<file path="src/rtl/tof_phase_sequencer.sv">
// tof_phase_sequencer: double-buffered frame sequencer driving ToFClks with a per-phase stepped DELAY1.
// Optional back-to-back frames under TOF_SEQ_CONTINUOUS_EN (shadow address 10 bit0 = CONT).
module tof_phase_sequencer #(
  parameter int NUM_PHASES = 4,
  parameter int SETTLE     = 2
) (
  input  logic        i_clkin,
  input  logic        i_rstn,
  input  logic        i_start,
  input  logic        i_cfg_we,
  input  logic [3:0]  i_cfg_addr,
  input  logic [31:0] i_cfg_data,
  output logic        o_busy,
  output logic        o_done,
  output logic [2:0]  o_phase,
  output logic        o_valid,
  output logic [31:0] o_period,
  output logic [31:0] o_duty1,
  output logic [31:0] o_delay1,
  output logic [31:0] o_duty2,
  output logic [31:0] o_delay2,
  output logic [31:0] o_duty3,
  output logic [31:0] o_delay3
);
  localparam logic [31:0] SETTLE_M1 = 32'(SETTLE - 1);
  localparam logic [2:0]  LAST      = 3'(NUM_PHASES - 1);

  typedef enum logic [2:0] {S_IDLE, S_LOAD, S_SETUP, S_EXPOSE, S_GAP, S_FIN} state_t;

  state_t      r_state;
  logic [31:0] r_shadow [0:9];
  logic [31:0] r_period, r_duty1, r_delay1, r_duty2, r_delay2, r_duty3, r_delay3;
  logic [31:0] r_step, r_expose, r_gap, r_cnt;
  logic [2:0]  r_phase;
  logic        r_busy, r_done, r_valid;
  logic        w_cont;
  logic [32:0] w_sum;
  logic [31:0] w_delay1_next;

  // One conditional subtract keeps DELAY1 in [0, PERIOD) given base and step below PERIOD.
  assign w_sum         = {1'b0, r_delay1} + {1'b0, r_step};
  assign w_delay1_next = (w_sum >= {1'b0, r_period}) ? w_sum[31:0] - r_period : w_sum[31:0];

  always_ff @(posedge i_clkin or negedge i_rstn) begin
    if (!i_rstn) begin
      for (int i = 0; i < 10; i++) r_shadow[i] <= (i == 8) ? 32'd1 : 32'd0;
    end else if (i_cfg_we && i_cfg_addr < 4'd10) begin
      r_shadow[i_cfg_addr] <= i_cfg_data;
    end
  end

`ifdef TOF_SEQ_CONTINUOUS_EN
  logic r_cont;
  always_ff @(posedge i_clkin or negedge i_rstn) begin
    if (!i_rstn) r_cont <= 1'b0;
    else if (i_cfg_we && i_cfg_addr == 4'd10) r_cont <= i_cfg_data[0];
  end
  assign w_cont = r_cont;
`else
  assign w_cont = 1'b0;
`endif

  always_ff @(posedge i_clkin or negedge i_rstn) begin
    if (!i_rstn) begin
      r_state  <= S_IDLE;
      r_busy   <= 1'b0;
      r_done   <= 1'b0;
      r_valid  <= 1'b0;
      r_phase  <= 3'd0;
      r_cnt    <= 32'd0;
      r_period <= 32'd0;
      r_duty1  <= 32'd0;
      r_delay1 <= 32'd0;
      r_duty2  <= 32'd0;
      r_delay2 <= 32'd0;
      r_duty3  <= 32'd0;
      r_delay3 <= 32'd0;
      r_step   <= 32'd0;
      r_expose <= 32'd0;
      r_gap    <= 32'd0;
    end else begin
      case (r_state)
        S_IDLE: if (i_start) begin
          r_state <= S_LOAD;
          r_busy  <= 1'b1;
        end
        S_LOAD: begin
          r_period <= r_shadow[0];
          r_duty1  <= r_shadow[1];
          r_delay1 <= r_shadow[2];
          r_duty2  <= r_shadow[3];
          r_delay2 <= r_shadow[4];
          r_duty3  <= r_shadow[5];
          r_delay3 <= r_shadow[6];
          r_step   <= r_shadow[7];
          r_expose <= r_shadow[8];
          r_gap    <= r_shadow[9];
          r_phase  <= 3'd0;
          r_cnt    <= SETTLE_M1;
          r_state  <= S_SETUP;
        end
        S_SETUP: if (r_cnt == 32'd0) begin
          r_state <= S_EXPOSE;
          r_valid <= 1'b1;
          r_cnt   <= (r_expose == 32'd0) ? 32'd0 : r_expose - 32'd1;
        end else r_cnt <= r_cnt - 32'd1;
        S_EXPOSE: if (r_cnt != 32'd0) r_cnt <= r_cnt - 32'd1;
        else begin
          r_valid <= 1'b0;
          if (r_phase == LAST) begin
            r_state <= S_FIN;
            r_done  <= 1'b1;
            r_busy  <= w_cont;
          end else if (r_gap != 32'd0) begin
            r_state <= S_GAP;
            r_cnt   <= r_gap - 32'd1;
          end else begin
            r_state  <= S_SETUP;
            r_cnt    <= SETTLE_M1;
            r_phase  <= r_phase + 3'd1;
            r_delay1 <= w_delay1_next;
          end
        end
        S_GAP: if (r_cnt != 32'd0) r_cnt <= r_cnt - 32'd1;
        else begin
          r_state  <= S_SETUP;
          r_cnt    <= SETTLE_M1;
          r_phase  <= r_phase + 3'd1;
          r_delay1 <= w_delay1_next;
        end
        S_FIN: begin
          r_done  <= 1'b0;
          r_state <= r_busy ? S_LOAD : S_IDLE;
        end
        default: r_state <= S_IDLE;
      endcase
    end
  end

  assign o_busy   = r_busy;
  assign o_done   = r_done;
  assign o_valid  = r_valid;
  assign o_phase  = r_phase;
  assign o_period = r_period;
  assign o_duty1  = r_duty1;
  assign o_delay1 = r_delay1;
  assign o_duty2  = r_duty2;
  assign o_delay2 = r_delay2;
  assign o_duty3  = r_duty3;
  assign o_delay3 = r_delay3;
endmodule

</file>
<file path="config.mk">
export PLATFORM = sky130hd
export DESIGN_NAME = tof_phase_sequencer
export DESIGN_NICKNAME = d
export VERILOG_FILES = /design/src/rtl/tof_phase_sequencer.sv
export SDC_FILE = /design/constraint.sdc
export NUM_CORES = 1
export LEC_CHECK = 0
export BUFFER_PORTS_ARGS = -buffer_cell sky130_fd_sc_hd__buf_2
export CORE_UTILIZATION = 60
export CTS_BUF_LIST = sky130_fd_sc_hd__clkbuf_8 sky130_fd_sc_hd__clkbuf_16
export CTS_CLUSTER_DIAMETER = 50
export DETAILED_ROUTE_END_ITERATION = 6
export HOLD_SLACK_MARGIN = 0.15
export PLACE_DENSITY_LB_ADDON = 0.15
export SETUP_SLACK_MARGIN = 0.15
export SLEW_MARGIN = 40
export SYNTH_ARGS = -nofsm -noshare
export SYNTH_HDL_FRONTEND = slang
export SYNTH_SLANG_ARGS = --single-unit
</file>
<file path="constraint.sdc">
create_clock -name i_clkin -period 6.7 [get_ports i_clkin]
set_input_delay 1.005 -clock i_clkin [delete_from_list [all_inputs] [get_ports i_clkin]]
set_output_delay 1.005 -clock i_clkin [all_outputs]
set_load 0.03 [all_outputs]
</file>
Word-level counts from Yosys, hierarchy flattened
Cells that the tools add are included.
{"block": "totals", "reg_bits": 681, "inputBits": 40}
{"block": "op_classes", "n_addsub": 6, "n_lt_le_gt_ge": 4, "n_eq_ne": 14, "muxes": 39, "bitwise": 1, "reduce_logical": 18}
{"cell": "32-bit 2-to-1 mux", "n": 12}
{"cell": "320-bit bitwise mux", "n": 1}
{"cell": "32-bit demux with 4-bit select", "n": 1}
{"cell": "32-bit one-hot mux with 4 select lines", "n": 1}
{"cell": "32-bit one-hot mux with 3 select lines", "n": 1}
{"cell": "32-bit by 1-bit subtractor with 32-bit output, second input constant", "n": 3}
{"cell": "32-bit zero test", "n": 2}
{"cell": "32-bit nonzero test", "n": 2}
{"cell": "32-bit by 32-bit adder with 33-bit output", "n": 1}
{"cell": "33-bit by 32-bit greater-or-equal comparator with 1-bit output", "n": 1}
{"cell": "32-bit subtractor", "n": 1}
{"cell": "3-bit 2-to-1 mux", "n": 10}
{"cell": "3-bit one-hot mux with 6 select lines", "n": 1}
{"cell": "2-bit != test, second input constant", "n": 7}
{"cell": "3-bit by 2-bit equality test with 1-bit output, second input constant", "n": 3}
{"cell": "3-bit one-hot mux with 3 select lines", "n": 1}
{"cell": "1-bit 2-to-1 mux", "n": 8}
{"cell": "4-bit AND reduction", "n": 2}
{"cell": "3-bit equality test, second input constant", "n": 2}
{"cell": "1-bit one-hot mux with 2 select lines", "n": 3}
{"cell": "3-bit AND reduction", "n": 2}
{"cell": "2-bit nonzero test", "n": 3}
{"cell": "5-bit greater-or-equal comparator, second input constant", "n": 1}
{"cell": "5-bit by 1-bit less-than comparator with 1-bit output, second input constant", "n": 1}
{"cell": "11 further kinds", "n": 12}

Longest topological paths before layout
{"block": "depth", "ltp_word": 7, "mapped_depth": 23, "depth_no_buf": 21}

Worst setup path before layout
OpenSTA, ideal clock, no wires.
{"block": "synth_path", "kind": "register to register", "startpoint": "reg r_delay1[0], in the netlist o_delay1[0]", "endpoint": "reg r_delay1[17], in the netlist o_delay1[17]", "arrival_time_ns": 5.323, "required_ns": 6.572, "slack_ns": 1.249, "path_stages_with_launch": 24, "synth_period_minus_slack_ns": 5.451, "path_cell_list": "dfrtp_1 ha_1 fa_1 a21o_1 a221oi_1 o211ai_1 a21boi_0 o21ai_0 a21o_1 a21oi_1 xnor2_1 ha_1 buf_2 nand2_1 o21ai_0 o21bai_1 and4b_1 a211oi_1 nor2_1 or2_2 clkbuf_1 clkbuf_1 mux2i_1 o22ai_1"}
{"block": "synth_via", "elab_chain_cells": 7, "word_cells_on_any_way": 9, "cone_classes": "add/sub (2); order compare (1); mux (6)"}
{"item": "start, declared", "line_no": "32", "source": "logic [31:0] r_period, r_duty1, r_delay1, r_duty2, r_delay2, r_duty3, r_delay3;"}
{"item": "start signal, assigned", "line_no": "90", "source": "r_delay1 <= r_shadow[2];"}
{"item": "start signal, assigned", "line_no": "121", "source": "r_delay1 <= w_delay1_next;"}
{"item": "start signal, assigned", "line_no": "129", "source": "r_delay1 <= w_delay1_next;"}
{"item": "32-bit by 32-bit adder with 33-bit output (*)", "line_no": "41", "source": "assign w_sum = {1'b0, r_delay1} + {1'b0, r_step};"}
{"item": "32-bit subtractor / 33-bit by 32-bit greater-or-equal comparator with 1-bit output (equally long branches)", "line_no": "42", "source": "assign w_delay1_next = (w_sum >= {1'b0, r_period}) ? w_sum[31:0] - r_period : w_sum[31:0];"}
{"item": "32-bit 2-to-1 mux (*)", "line_no": "42"}
{"item": "32-bit 2-to-1 mux", "line_no": "114", "source": "end else if (r_gap != 32'd0) begin"}
{"item": "32-bit 2-to-1 mux", "line_no": "110", "source": "if (r_phase == LAST) begin"}
{"item": "32-bit 2-to-1 mux", "line_no": "107", "source": "S_EXPOSE: if (r_cnt != 32'd0) r_cnt <= r_cnt - 32'd1;"}
{"item": "32-bit one-hot mux with 3 select lines (*)", "line_no": "82", "source": "case (r_state)"}
Every way passes the cells marked *; elsewhere a longest branch is shown, timed or not. The select of a mux whose other input is x is not followed.
A chain may end at the register's enable or synchronous reset.

Final worst setup path
{"block": "layout_path", "startpoint": "reg r_delay1[0], in the netlist o_delay1[0]", "endpoint": "reg r_delay1[3], in the netlist o_delay1[3]"}
The elaborated chain is that of the path after synthesis.

==> implementation parameters <==
Parameter                              Value

Status
  Outcome    finished, final reports clean

Placed design
  IO buf count    269
  GP Congestion    ~0.94
  Post-detail-place hpwl    ~60,000 um
  Pre-CTS WS    about 0.75 ns

Clock tree
  Clock tree from TritonCTS    done
  Root Driver    sky130_fd_sc_hd__clkbuf_16
  Clock-pin slew on the worst setup and hold paths    around 0.060 ns
  Number of buffers created by CTS    76
  Clock insertion delay at the later pin of the skew report    0.65 ns
  Number of buffers between clock root and the deepest sink    3
  Clock Sink Count    roughly 700
  Post-CTS Resized    0
  Number of setup buffers added after CTS    0
  # hold bufs at CTS    0
  Depth of the CTS H-tree    3

Timing
  Slew @ Worst Pin    ~0.89 ns
  Post-route minimum period    6.03 ns
  Count of final setup violators    0
  Setup TNS Final    0 ns
  Smallest setup slack after layout    0.672 ns
  Final hold violation count    0
  Unrepaired setup endpoints after global routing    false
  Final Skew    0.0292 ns
  Tightest slew margin relative to the limit    approximately two fifths
  Pins over their slew limit    0
  Highest clock rate    between 150 and 200 MHz
  Tcrit/Tclk final    between 80% and 90%

Global routing
  Number of antenna violations at the first check in global routing    9
  Wire length of the first global-routing pass    around 140,000 um
  Pin count of the biggest net entering global routing    186
  Overall fraction of global-route tracks in use    around a third
  Number of global-route vias before repair    around 25k
  Grt ovf    0

Route
  Count of unresolved DRC violations after routing    0
  Detailed Route Iter0 Violations    2,180
  Wirelength, routed    around 92,000 um
  Number of optimization iterations in the first detailed-route pass    5
  Post-DR vias/cell    ~6
  Post-route antenna net violation count    0
  Average wire per cell in the routed design    about 22 um
  Overall via count from detail_route    24.6k

Logic synthesis
  Post-Synth Adder-Cell Area    2.90%
  Mapped cell area    31,600 um^2
  Area fraction of the dominant cell type after synthesis    about 54%
  Share of flip-flops with an asynchronous set or reset    between 90% and 100%
  Number of standard cells after synthesis    approximately 3.1k
  Synth area leaders    sky130_fd_sc_hd__dfrtp_1 54%, sky130_fd_sc_hd__mux2_2 11%, sky130_fd_sc_hd__nand2_1 11%
  Synthesized-area fraction occupied by xor and xnor cells    slightly below 3%
  Largest area contributor in the netlist    sky130_fd_sc_hd__dfrtp_1
  Combinational family with the most area after synthesis    simple AND/OR/NAND/NOR gates
  Synthesized flop and latch total    681
  Share of the synthesized area in compound gates (AO/OA/AOI/OAI)    around 9%
  Count of cell types in the netlist    between 70 and 80
  Count of synthesis-stage warnings from yosys    0
  Leading register cell type out of synthesis    sky130_fd_sc_hd__dfrtp_1
  Simple-gate portion of the synthesized area    16.6%
  Synth Area per Inst    about 10 um^2
  Net Count, Synth    3,243
  EDFF count, synth    0
  Share of cell area taken by muxes after synthesis    11.9%
  Seq/Total Area, Yosys    between 50% and 60%

Worst setup path
  Crit path required time    7.20 ns
  Type of destination of the critical path    flip-flop
  Setup CP Type    flip-flop to flip-flop
  Largest fanout on the critical path    18
  Data arrival, critical path    about 6.5 ns
  Number of cells on the worst reg-to-reg path    21
  Element type at the critical path start    flip-flop

Final layout
  Top library cells by usage in the layout, fill and taps aside    897 x sky130_fd_sc_hd__nand2_1, 680 x sky130_fd_sc_hd__dfrtp_1, 322 x sky130_fd_sc_hd__mux2_2
  Leading cell type in the layout, fill and taps excluded    sky130_fd_sc_hd__nand2_1
  Number of filler instances in the final layout    between 3k and 4k
  Layout cells sized above 1    a little under a quarter
  Area grow syn2layout    14.5%
  Post-layout net count    roughly 3.4k
  Largest register by flop count    r_shadow
  Flip-flop count of the largest register after layout    between 300 and 400
  Final core utilization    between 70% and 80%

Hold path
  Kind of path behind the tightest hold check    input port to asynchronous set/reset pin

Job
  Max-capacitance violation count    0

Die
  Top-level port count    270
  Horizontal die dimension    roughly 230 um
  Overall die area    53,600 um^2
  Height of the die    232 um
  Number of core rows    83
  Floorplan Core Area    about 52,000 um^2
  Starting utilization of the core area    between 60% and 70%

Power and ir drop
  Worst vdd rail ir drop    ~300 uV
  Leak pwr    between 15 and 20 nW
  Total power per unit cell area    461 nW/um^2
## layer usage
metal / wire, um / part of all wire, % / GRT usage (%) / up-vias
li1: - / - / - / 11100
met1: 39900 / 44 / 49.3 / 12500
met4: 2830 / 3.1 / 12.4 / 4
met5: 29 / 0.032 / 0 / -
met2: 41700 / 45 / 52.5 / 894
met3: 7170 / 7.8 / 8.23 / 170
## where the power goes
| part | switching [W] | leakage (nW) | internal [W] |
|---|---|---|---|
| clock | 0.00177 | 1.32 | 0.00242 |
| sequential | 0.000687 | 8.82 | 0.00503 |
| combinational | 0.00424 | 8.20 | 0.00257 |
## critical path, stage by stage, from the launching register on
cell and delay (ns):
sky130_fd_sc_hd__dfrtp_1 0.40, sky130_fd_sc_hd__ha_1 0.25, sky130_fd_sc_hd__fa_1 0.40, sky130_fd_sc_hd__a21o_1 0.19, sky130_fd_sc_hd__a221oi_1 0.53, sky130_fd_sc_hd__o211ai_1 0.24
sky130_fd_sc_hd__a21boi_0 0.32, sky130_fd_sc_hd__o21ai_0 0.24, sky130_fd_sc_hd__a21o_1 0.23, sky130_fd_sc_hd__a21oi_1 0.18, sky130_fd_sc_hd__xnor2_1 0.25, sky130_fd_sc_hd__ha_1 0.40
sky130_fd_sc_hd__a21oi_1 0.21, sky130_fd_sc_hd__o21ai_0 0.17, sky130_fd_sc_hd__a211oi_1 0.25, sky130_fd_sc_hd__nand3_1 0.19, sky130_fd_sc_hd__a211oi_1 0.30, sky130_fd_sc_hd__nor2_1 0.15
sky130_fd_sc_hd__or2_2 0.43, sky130_fd_sc_hd__buf_12 0.21, sky130_fd_sc_hd__a211oi_1 0.21, sky130_fd_sc_hd__o21ai_0 0.13
## cell usage after synthesis, types with 8 or more instances
library cell	number
sky130_fd_sc_hd__a211oi_1	14
sky130_fd_sc_hd__a21o_1	26
sky130_fd_sc_hd__a21oi_1	91
sky130_fd_sc_hd__a31oi_1	18
sky130_fd_sc_hd__and3_1	10
sky130_fd_sc_hd__buf_1	45
sky130_fd_sc_hd__buf_2	11
sky130_fd_sc_hd__clkbuf_1	127
sky130_fd_sc_hd__dfrtp_1	680
sky130_fd_sc_hd__ha_1	70
sky130_fd_sc_hd__inv_1	58
sky130_fd_sc_hd__mux2_2	322
sky130_fd_sc_hd__mux2i_1	14
sky130_fd_sc_hd__nand2_1	898
sky130_fd_sc_hd__nand2b_1	11
sky130_fd_sc_hd__nand3_1	30
sky130_fd_sc_hd__nand4_1	15
sky130_fd_sc_hd__nor2_1	108
sky130_fd_sc_hd__nor2b_1	8
sky130_fd_sc_hd__nor3_1	51
sky130_fd_sc_hd__nor4_1	25
sky130_fd_sc_hd__o21a_1	14
sky130_fd_sc_hd__o21ai_0	160
sky130_fd_sc_hd__o221ai_1	11
sky130_fd_sc_hd__o22ai_1	26
sky130_fd_sc_hd__o31ai_1	12
sky130_fd_sc_hd__or2_2	9
sky130_fd_sc_hd__or3_1	41
sky130_fd_sc_hd__or4_1	8
sky130_fd_sc_hd__xnor2_1	66
sky130_fd_sc_hd__xor2_1	41
## stage by stage
stage | instances | hold WS, ns | power, W | instance area [um^2]
after floorplan | 3131 | 0.433 | 0.0104 | 31600
after global placement | 3929 | 0.441 | 0.0123 | 33500
after detailed placement | 3933 | 0.442 | 0.0124 | 33600
after CTS | 4071 | 0.415 | 0.0167 | 36200
after global routing | 4075 | 0.435 | 0.0176 | 36200
final | 4076 | 0.403 | 0.0167 | 36200
## cell type report
| type | instances | area [um^2] | share of cell area [%] |
|---|---|---|---|
| Clock buffer | 88 | 2090 | 5.77 |
| Inverter | 58 | 218 | 0.601 |
| Multi-Input combinational cell | 2207 | 13700 | 37.8 |
| Sequential cell | 681 | 17000 | 47.0 |
| Clock inverter | 50 | 450 | 1.24 |
| Antenna cell | 3 | 7.51 | 0.0207 |
| Timing Repair Buffer | 309 | 1860 | 5.13 |
| Tap cell | 680 | 851 | 2.35 |
## kinds of logic after synthesis
logic type / count (synthesis)
flip-flops: 681
adder cells (fa/ha/maj): 72
multiplexers: 336
XOR/XNOR: 107
AO/OA/AOI/OAI: 447
buffers and inverters: 243
AND/OR/NAND/NOR: 1245
## path summary, 6_finish.rpt
check	startpoint	endpoint	slack, ns
max	o_delay1[0]	o_delay1[3]	0.67
min	i_rstn	r_shadow[77]	0.40
max reg2reg	o_delay1[0]	o_delay1[3]	0.67
min reg2reg	r_shadow[117]	o_delay3[21]	0.46
max in group asynchronous	i_rstn	o_delay2[8]	4.82
min in group i_clkin	r_shadow[117]	o_delay3[21]	0.46
(Power assumes the default switching activity.)
